**src/rtl/gin_bus_pkg.sv**
```systemverilog
// gin_bus shared package
// Default widths and the tag type for the global input network.
package gin_bus_pkg;

  localparam int GIN_BITWIDTH        = 16;
  localparam int GIN_TAG_LENGTH      = 4;
  localparam int GIN_NUM_CONTROLLERS = 10;

  typedef logic [GIN_TAG_LENGTH-1:0] tag_t;

  // True when a controller with this ID should take the bus word.
  function automatic logic tag_hit(
    input tag_t bus_tag,
    input tag_t id
  );
    return bus_tag == id;
  endfunction

endpackage

```
**src/rtl/gin_bus_multicast_controller.sv**
```systemverilog
// gin_bus multicast controller
// One tag-ID scan stage plus tag-matched data gating.
module multicast_controller
  import gin_bus_pkg::*;
#(
  parameter int BITWIDTH   = GIN_BITWIDTH,
  parameter int TAG_LENGTH = GIN_TAG_LENGTH
) (
  input  logic                  clk,
  input  logic                  rstb,
  // prog: shift the tag-ID chain this cycle
  input  logic                  prog,
  input  logic                  enable,
  input  logic                  unit_ready,
  input  logic [TAG_LENGTH-1:0] tag,
  input  logic [TAG_LENGTH-1:0] scan_tag_in,
  input  logic [BITWIDTH-1:0]   input_value,
  output logic [BITWIDTH-1:0]   output_value,
  output logic                  unit_enable,
  output logic [TAG_LENGTH-1:0] scan_tag_out
);

  logic [TAG_LENGTH-1:0] tag_id_reg;
  logic                  hit;

  // Scan stage: reset clears, prog shifts, otherwise hold.
  always_ff @(posedge clk) begin
    if (rstb) begin
      tag_id_reg <= '0;
    end else if (prog) begin
      tag_id_reg <= scan_tag_in;
    end
  end

  // Delivery is gated by the bus qualifiers and an ID match.
  always_comb begin
    hit          = (tag == tag_id_reg);
    unit_enable  = enable & unit_ready & ~prog & hit;
    output_value = unit_enable ? input_value : '0;
  end

  assign scan_tag_out = tag_id_reg;

endmodule

```
**src/rtl/gin_bus.sv**
```systemverilog
// gin_bus top
// Broadcasts one word to a chain of tag-matched controllers.
module gin_bus
  import gin_bus_pkg::*;
#(
  parameter int BITWIDTH        = GIN_BITWIDTH,
  parameter int TAG_LENGTH      = GIN_TAG_LENGTH,
  parameter int NUM_CONTROLLERS = GIN_NUM_CONTROLLERS
) (
  input  logic                                clk,
  input  logic                                rstb,
  // prog: shift the tag-ID chain this cycle
  input  logic                                prog,
  input  logic                                enable,
  input  logic                                unit_ready,
  input  logic [TAG_LENGTH-1:0]               tag,
  input  logic [TAG_LENGTH-1:0]               scan_tag_in,
  input  logic [BITWIDTH-1:0]                 input_value,
  output logic [BITWIDTH*NUM_CONTROLLERS-1:0] output_value,
  output logic [NUM_CONTROLLERS-1:0]          unit_enable
);

  logic [BITWIDTH-1:0]   mc_output [NUM_CONTROLLERS];
  logic [TAG_LENGTH-1:0] scan_in   [NUM_CONTROLLERS];
  logic [TAG_LENGTH-1:0] scan_out  [NUM_CONTROLLERS];

  for (genvar k = 0; k < NUM_CONTROLLERS; k++) begin : mc_vector

    // Controller 0 takes the external scan input.
    if (k == 0) begin : head
      assign scan_in[k] = scan_tag_in;
    end else begin : link
      assign scan_in[k] = scan_out[k-1];
    end

    multicast_controller #(
      .BITWIDTH   (BITWIDTH),
      .TAG_LENGTH (TAG_LENGTH)
    ) mc (
      .clk          (clk),
      .rstb         (rstb),
      .prog         (prog),
      .enable       (enable),
      .unit_ready   (unit_ready),
      .tag          (tag),
      .scan_tag_in  (scan_in[k]),
      .input_value  (input_value),
      .output_value (mc_output[k]),
      .unit_enable  (unit_enable[k]),
      .scan_tag_out (scan_out[k])
    );

    assign output_value[k*BITWIDTH +: BITWIDTH] = mc_output[k];
  end

endmodule

```
**config.mk**
```make
export PLATFORM = sky130hd
export DESIGN_NAME = gin_bus
export DESIGN_NICKNAME = d
export VERILOG_FILES = /design/src/rtl/gin_bus_pkg.sv /design/src/rtl/gin_bus_multicast_controller.sv /design/src/rtl/gin_bus.sv
export SDC_FILE = /design/constraint.sdc
export NUM_CORES = 1
export LEC_CHECK = 0
export CORE_MARGIN = 2
export CORE_UTILIZATION = 39
export CTS_CLUSTER_DIAMETER = 60
export CTS_CLUSTER_SIZE = 10
export DETAILED_ROUTE_END_ITERATION = 10
export GPL_ROUTABILITY_DRIVEN = 0
export PLACE_DENSITY = 0.95
export SLEW_MARGIN = 20
export SYNTH_ARGS = -nofsm -noshare
export SYNTH_HDL_FRONTEND = slang
export SYNTH_SLANG_ARGS = --single-unit
```
**constraint.sdc**
```tcl
create_clock -name clk -period 3 [get_ports clk]
set_input_delay 0.6 -clock clk [delete_from_list [all_inputs] [get_ports clk]]
set_output_delay 0.6 -clock clk [all_outputs]
set_load 0.005 [all_outputs]
```
* Word-level counts from Yosys, hierarchy flattened
Index checks and enable logic that the tools add are counted.
** Cells by class
- Muxes and demuxes :: 10
- Equality and inequality tests :: 10
- Bitwise gates (word level) :: 13
** Operators with widths (number)
- $mux 16 :: 10
- $eq 4x4->1 :: 10
- $and 1x1->1 :: 12
- $not 1->1 :: 1
** Storage, ports and cells
- Word-level logic and storage cells :: 43
- Output and inout port bits :: 170
- Register bits after elaboration :: 40
- Bits of input ports :: 29

* Longest topological paths before layout
Gate-level depths: netlist (run 1).
- Depth in word-level cells :: 4
- Depth in mapped cells :: 7
- Mapped depth without buffers :: 3

* By module
Synthesis (run 1) repeated with hierarchy kept, for this count alone.
** Second synthesis, totals
- Cell total of the unflattened synthesis :: 400
- Area total of the unflattened synthesis :: 3653.5 sq um
** By module, submodules not included
- multicast_controller :: cells each 40, area each 365.4 sq um, sequential area each 80.1 sq um, times used 10

* Least setup slack after synthesis (run 1)
No wires, ideal clock.
- Path kind :: input to output
- From :: input tag[2]
- To :: output unit_enable[8]
- Arrival time :: 1.534 ns
- Cell stages on the path :: 6
- Required time :: 2.400 ns
- Buffers on the path :: 3
- Slack :: 0.866 ns
- Cell sequence :: buf_4 -> xnor2_1 -> nand4_2 -> buf_2 -> nor2_1 -> buf_4
** Between the ends
- Word-level cells in the longest chain between the ends :: 2
** RTL lines
- from (decl) :: line gin_bus.sv:16 : input logic [TAG_LENGTH-1:0] tag,
- $eq 4x4->1 :: line gin_bus_multicast_controller.sv:37 : hit = (tag == tag_id_reg);
- $and 1x1->1 :: line gin_bus_multicast_controller.sv:38 : unit_enable = enable & unit_ready & ~prog & hit;
- to (decl) :: line gin_bus.sv:20 : output logic [NUM_CONTROLLERS-1:0] unit_enable
Every way passes these cells.

* Final worst setup path (run 1)
- From :: input enable
- To :: output output_value[154]
** Between the ends
- Word-level cells in the longest chain between the ends :: 4
** RTL lines
- from (decl) :: line gin_bus.sv:14 : input logic enable,
- $and 1x1->1 (3 in series) :: line gin_bus_multicast_controller.sv:38
- $mux 16 :: line gin_bus_multicast_controller.sv:39 : output_value = unit_enable ? input_value : '0;
- to (decl) :: line gin_bus.sv:19 : output logic [BITWIDTH*NUM_CONTROLLERS-1:0] output_value,
Every way passes these cells.

==> impl_metrics.csv, run 1 <==
group,metric,value,unit
global_routing,grt_pass1_vias,3738,
clock_tree,cts_tree,"done",
worst_hold_path,hold_path.class,"register to register",
placement,port_buffers,198,
global_routing,overflow,0,
power_and_ir_drop,switching_share,26.5,%
logic_synthesis,syn_nets,442,
sta,fin_crit,3.09,ns
logic_synthesis,avgSynthCellArea,6.99,µm²
cells_and_area,final_cell_mix,"nor2_1, clkdlybuf4s50_1, mux2i_1, dfxtp_1, xnor2_1",
sta,finalCritPeriodShare,103,%
cells_and_area,layoutNonFillerInstCount,709,
drt,via_count,3957,
power_and_ir_drop,ir_worst_vdd,347,µV
clock_tree,htreeDepth,2,
logic_synthesis,yosysWarnings,0,
worst_setup_path,cp-start-kind,"input pin",
global_routing,grt_pass1_wl,20.5,mm
clock_tree,clkLatencyLatePin,0.31,ns
sta,hold_violations,0,
power_and_ir_drop,total_power,1.39,mW
drt,wl,14.7,mm
drt,drt_pass1_iterations,5,
sta,fmax,323,MHz
drt,antenna_left,0,
cells_and_area,fillers,422,
sta,maxSlewHeadroom,54.4,%
logic_synthesis,synth_cell_types,15,
power_and_ir_drop,intPower,1.02,mW
power_and_ir_drop,combPwrFrac,22.9,%
flow_run,max_cap_viol_count,0,
cells_and_area,fin_nets,638,
worst_setup_path,crit_type,"input pin to primary output",
clock_tree,numClockSinks,40,
sta,fin_skew,0.0140,ns
outcome,status,"finished, violations left",
drt,wl_per_cell,20.8,µm
logic_synthesis,synth_area,2890,µm²
cells_and_area,syn2layout_area_growth,97.0,%
drt,drc,0,
logic_synthesis,yosysSeqAreaShare,27.8,%
sta,slew_viol_final,0,
clock_tree,root_buffer,"clkbuf_8",
logic_synthesis,ys_ff_latch,40,
floorplan,die_y,90.0,µm
worst_setup_path,cp_max_fo,16,
cells_and_area,largest_reg_flops,40,
clock_tree,cts_buffer_depth,2,
floorplan,std_cell_rows,31,
floorplan,ios,199,
sta,worst_pin_slew,0.684,ns
global_routing,grt_max_degree,41,
floorplan,die_x,90.0,µm
global_routing,grtUsageTotal,31.2,%
placement,place_ws,-0.203,ns
sta,setup_ws,-0.0930,ns
floorplan,dieArea,8100,µm²
drt,vias_per_cell,5.58,
worst_setup_path,critPathCaptureType,"primary output",
clock_tree,cts_buffers,5,
power_and_ir_drop,seq_power_share,39.1,%
global_routing,antenna_found_initial,1,
worst_setup_path,cp.arrival,2.49,ns
floorplan,core_area,7210,µm²
cells_and_area,drive_above_1_share,15.4,%
power_and_ir_drop,pwr-share-clk,38.0,%
cells_and_area,layout_commonest_cell,"nor2_1",
placement,dp_hpwl,8.99,mm
outcome,violations,"setup timing",
placement,dp_cells,691,
floorplan,start_util,40.0,%
worst_setup_path,worstPathRequired,2.40,ns
drt,drt_iter0_markers,249,
power_and_ir_drop,p_per_area,245,nW/µm²
sta,rsz0062_at_grt,"yes",
power_and_ir_drop,p_leak,2.39,nW
sta,finalSetupViolations,48,
power_and_ir_drop,switchingPower,370,µW
logic_synthesis,synthCells,413,
clock_tree,cts.clk_slew.worst_paths,0.07,ns
-- metrics by stage --
stage               utilization (%)  area, µm²  TNS, ns  hold slack (ns)
global route                   78.8       5680    -4.69            0.572
finish                         78.8       5680    -1.12            0.553
global placement               70.0       5050    -5.12            0.497
CTS                            75.1       5420  -0.0462            0.532
detailed placement             70.0       5050    -8.28            0.517
floorplan                         -       2890        0            0.482
-- cells in the mapped netlist --
cell type,count,area (µm²)
and3b_1,1,8.76
buf_2,17,85.1
buf_4,15,113
buf_6,1,11.3
clkbuf_1,5,18.8
dfxtp_1,40,801
mux2i_1,40,400
nand2_1,4,15.0
nand2_2,13,81.3
nand3_1,17,85.1
nand3b_1,1,7.51
nand4_2,9,113
nor2_1,210,788
xnor2_1,39,342
xnor2_2,1,16.3
-- critical path: stages --
cell and delay [ns]:
clkdlybuf4s50_1 0.49, and3b_2 0.29, bufbuf_16 0.32, nand3_1 0.10, nor2_1 0.16, clkdlybuf4s50_1 0.52
-- layout make-up --
class / instances / area, µm² / share of cell area [%]
repair buffers: 227 / 2520 / 44.4
multi-input cells: 335 / 2100 / 37.0
flip-flops and latches: 40 / 801 / 14.1
well taps: 99 / 124 / 2.18
clock buffers: 5 / 68.8 / 1.21
clock inverters: 2 / 60.1 / 1.06
diodes: 1 / 2.50 / 0.0440
-- repair_timing --
| item | 4_1_cts | 5_1_grt |
|---|---|---|
| cloned | 6 | 1 |
| endpoints found under the setup margin | 119 | 123 |
| pin swaps | 2 | 2 |
| buffers inserted | 2 | 1 |
| hold buffers | 0 | 0 |
| gates resized for setup | 25 | 57 |
-- layer usage --
metal | GRT usage (%) | part of all wire [%] | vias to the layer above
met1 | 32.4 | 36 | 1913
met2 | 59.8 | 52 | 266
met5 | 0 | 0 | -
li1 | - | - | 1701
met3 | 6.29 | 6.8 | 77
met4 | 14.2 | 5.3 | 0
-- power by group through the flow --
| stage | Clock, mW | Sequential [mW] | Combinational (mW) |
|---|---|---|---|
| 6_report | 0.529 | 0.545 | 0.319 |
| 5_1_grt | 0.555 | 0.546 | 0.331 |
| 3_5_place_dp | 0 | 0.556 | 0.251 |
| 4_1_cts | 0.517 | 0.544 | 0.284 |
| 3_3_place_gp | 0 | 0.556 | 0.243 |
| 2_1_floorplan | 0 | 0.554 | 0.138 |
-- worst paths after layout --
check / end / start / slack (ns) / depth (start not counted)
max: output_value[154] / enable / -0.09 / 6
min: mc_vector[1].mc.scan_tag_out[2] / mc_vector[1].mc.scan_tag_out[2] / 0.55 / 2
min reg2reg: mc_vector[1].mc.scan_tag_out[2] / mc_vector[1].mc.scan_tag_out[2] / 0.55 / 2
max reg2reg: mc_vector[7].mc.scan_tag_out[3] / mc_vector[6].mc.scan_tag_out[3] / 2.10 / 2
-- kinds of logic after synthesis --
| logic type | after synthesis | synth area share [%] |
|---|---|---|
| simple gates | 255 | 38.1 |
| mux | 40 | 13.9 |
| xor+xnor | 40 | 12.4 |
| buf+inv | 38 | 7.89 |
| flops | 40 | 27.8 |
Power figures use the tool's default switching activity.
==> run 2, diff against run 1 <==
Settings changed: CORE_MARGIN 2 to 8.
==> impl_metrics.csv, run 2 (synthesis gave the netlist of run 1 again) <==
group,metric,value,unit
global_routing,antenna_found_initial,0,
cells_and_area,regArea,801,µm²
global_routing,use_met1,24.5,%
power_and_ir_drop,p_leak,2.47,nW
flow_run,max_cap_viol_count,0,
worst_setup_path,cp_max_fo,12,
sta,fin_skew,0.00350,ns
cells_and_area,multi_input_area,1990,µm²
drt,drc,0,
cells_and_area,design_area,5560,µm²
cells_and_area,final_cell_mix,"nor2_1, clkdlybuf4s50_1, mux2i_1, dfxtp_1, xnor2_1",
floorplan,start_util,40.0,%
sta,fmax,334,MHz
floorplan,dieArea,10400,µm²
global_routing,grtUsageMet3,4.70,%
cells_and_area,largest_reg_flops,40,
worst_hold_path,hold_path.class,"register to register",
sta,maxSlewHeadroom,56.2,%
global_routing,top_usage_layer,"met2",
worst_setup_path,cp.arrival,2.40,ns
cells_and_area,syn2layout_area_growth,92.8,%
sta,hold_violations,0,
global_routing,grt_pass1_vias,3498,
worst_setup_path,crit_type,"input pin to primary output",
clock_tree,cts_buffers,5,
cells_and_area,fillers,460,
power_and_ir_drop,ir_worst_vdd,297,µV
sta,worst_pin_slew,0.657,ns
worst_setup_path,critPathCaptureType,"primary output",
global_routing,overflow,0,
drt,drt_pass1_iterations,5,
drt,wl_per_cell,19.9,µm
clock_tree,cts_buffer_depth,2,
drt,antenna_left,0,
drt,vias_per_cell,5.27,
floorplan,std_cell_rows,31,
floorplan,ios,199,
clock_tree,numClockSinks,40,
placement,port_buffers,198,
placement,postPlaceCellArea,5100,µm²
sta,fin_crit,3.00,ns
worst_setup_path,cp-start-kind,"input pin",
cells_and_area,drive_above_1_share,14.1,%
outcome,status,"finished clean",
cells_and_area,postLayoutCoreUtil,77.1,%
clock_tree,clkLatencyLatePin,0.29,ns
clock_tree,htreeDepth,2,
power_and_ir_drop,p_per_area,231,nW/µm²
worst_setup_path,worstPathRequired,2.40,ns
floorplan,core_area,7210,µm²
clock_tree,cts_tree,"done",
drt,via_count,3750,
cells_and_area,diodes,0,
placement,dp_hpwl,9.94,mm
drt,wl,14.1,mm
clock_tree,cts.clk_slew.worst_paths,0.08,ns
cells_and_area,layout_commonest_cell,"nor2_1",
sta,slew_viol_final,0,
clock_tree,root_buffer,"clkbuf_8",
sta,finalSetupViolations,0,
floorplan,die_y,102,µm
global_routing,grt_pass1_wl,19.2,mm
sta,rsz0062_at_grt,"yes",
drt,drt_iter0_markers,254,
sta,finalCritPeriodShare,99.9,%
cells_and_area,fin_nets,640,
global_routing,grtUsageTotal,23.4,%
global_routing,grt_max_degree,41,
floorplan,die_x,102,µm
worst_setup_path,ff2ff_setup_slack,2.25,ns
global_routing,use_met2,44.7,%
-- run 2: metrics by stage --
stage	hold slack, ns	instances	setup WS [ns]	TNS, ns	total power, mW
floorplan	0.482	413	0.866	0	0.692
global placement	0.496	696	-0.143	-3.61	0.803
detailed placement	0.518	696	-0.304	-6.05	0.810
CTS	0.538	707	-0.000527	-0.000527	1.26
global route	0.575	711	-0.0724	-0.901	1.33
finish	0.546	711	0.00208	0	1.29
-- run 2: per-layer routing --
metal / wire length [µm] / part of all wire (%)
met1: 5030 / 36
met5: 0 / 0
met2: 7460 / 53
met3: 1180 / 8.3
met4: 456 / 3.2
-- run 2: power breakdown --
| group | switching, mW | internal (mW) | leakage (nW) |
|---|---|---|---|
| sequential | 0.00730 | 0.537 | 0.323 |
| clock | 0.195 | 0.246 | 0.0541 |
| combinational | 0.150 | 0.151 | 2.09 |
| total | 0.353 | 0.934 | 2.47 |
-- run 2: final cells by class --
cell class	instances	area share, %
Clock buffer	5	1.24
Clock inverter	3	0.765
Sequential cell	40	14.4
Tap cell	99	2.23
Multi-Input combinational cell	335	35.9
Timing Repair Buffer	229	45.5
-- run 2: worst max-delay path, cell delays in order --
cell             delay (ns)
clkdlybuf4s50_1        0.48
and3b_2                0.26
buf_12                 0.16
nand2_2                0.17
nor2_1                 0.18
clkdlybuf4s50_1        0.55
-- run 2: what timing repair did --
action,4_1_cts,5_1_grt
gates resized for setup,24,46
pin swaps,4,2
cloned,1,4
hold buffers,0,0
buffers inserted,2,0
setup endpoints to repair,78,153
hold endpoints to repair,0,0
-- run 2: path summary, 6_finish.rpt --
check | cells after the start | to | from
min | 2 | mc_vector[0].mc.scan_tag_out[1] | mc_vector[0].mc.scan_tag_out[1]
max reg2reg | 2 | mc_vector[1].mc.scan_tag_out[2] | mc_vector[1].mc.scan_tag_out[2]
max | 6 | output_value[110] | unit_ready
min reg2reg | 2 | mc_vector[0].mc.scan_tag_out[1] | mc_vector[0].mc.scan_tag_out[1]
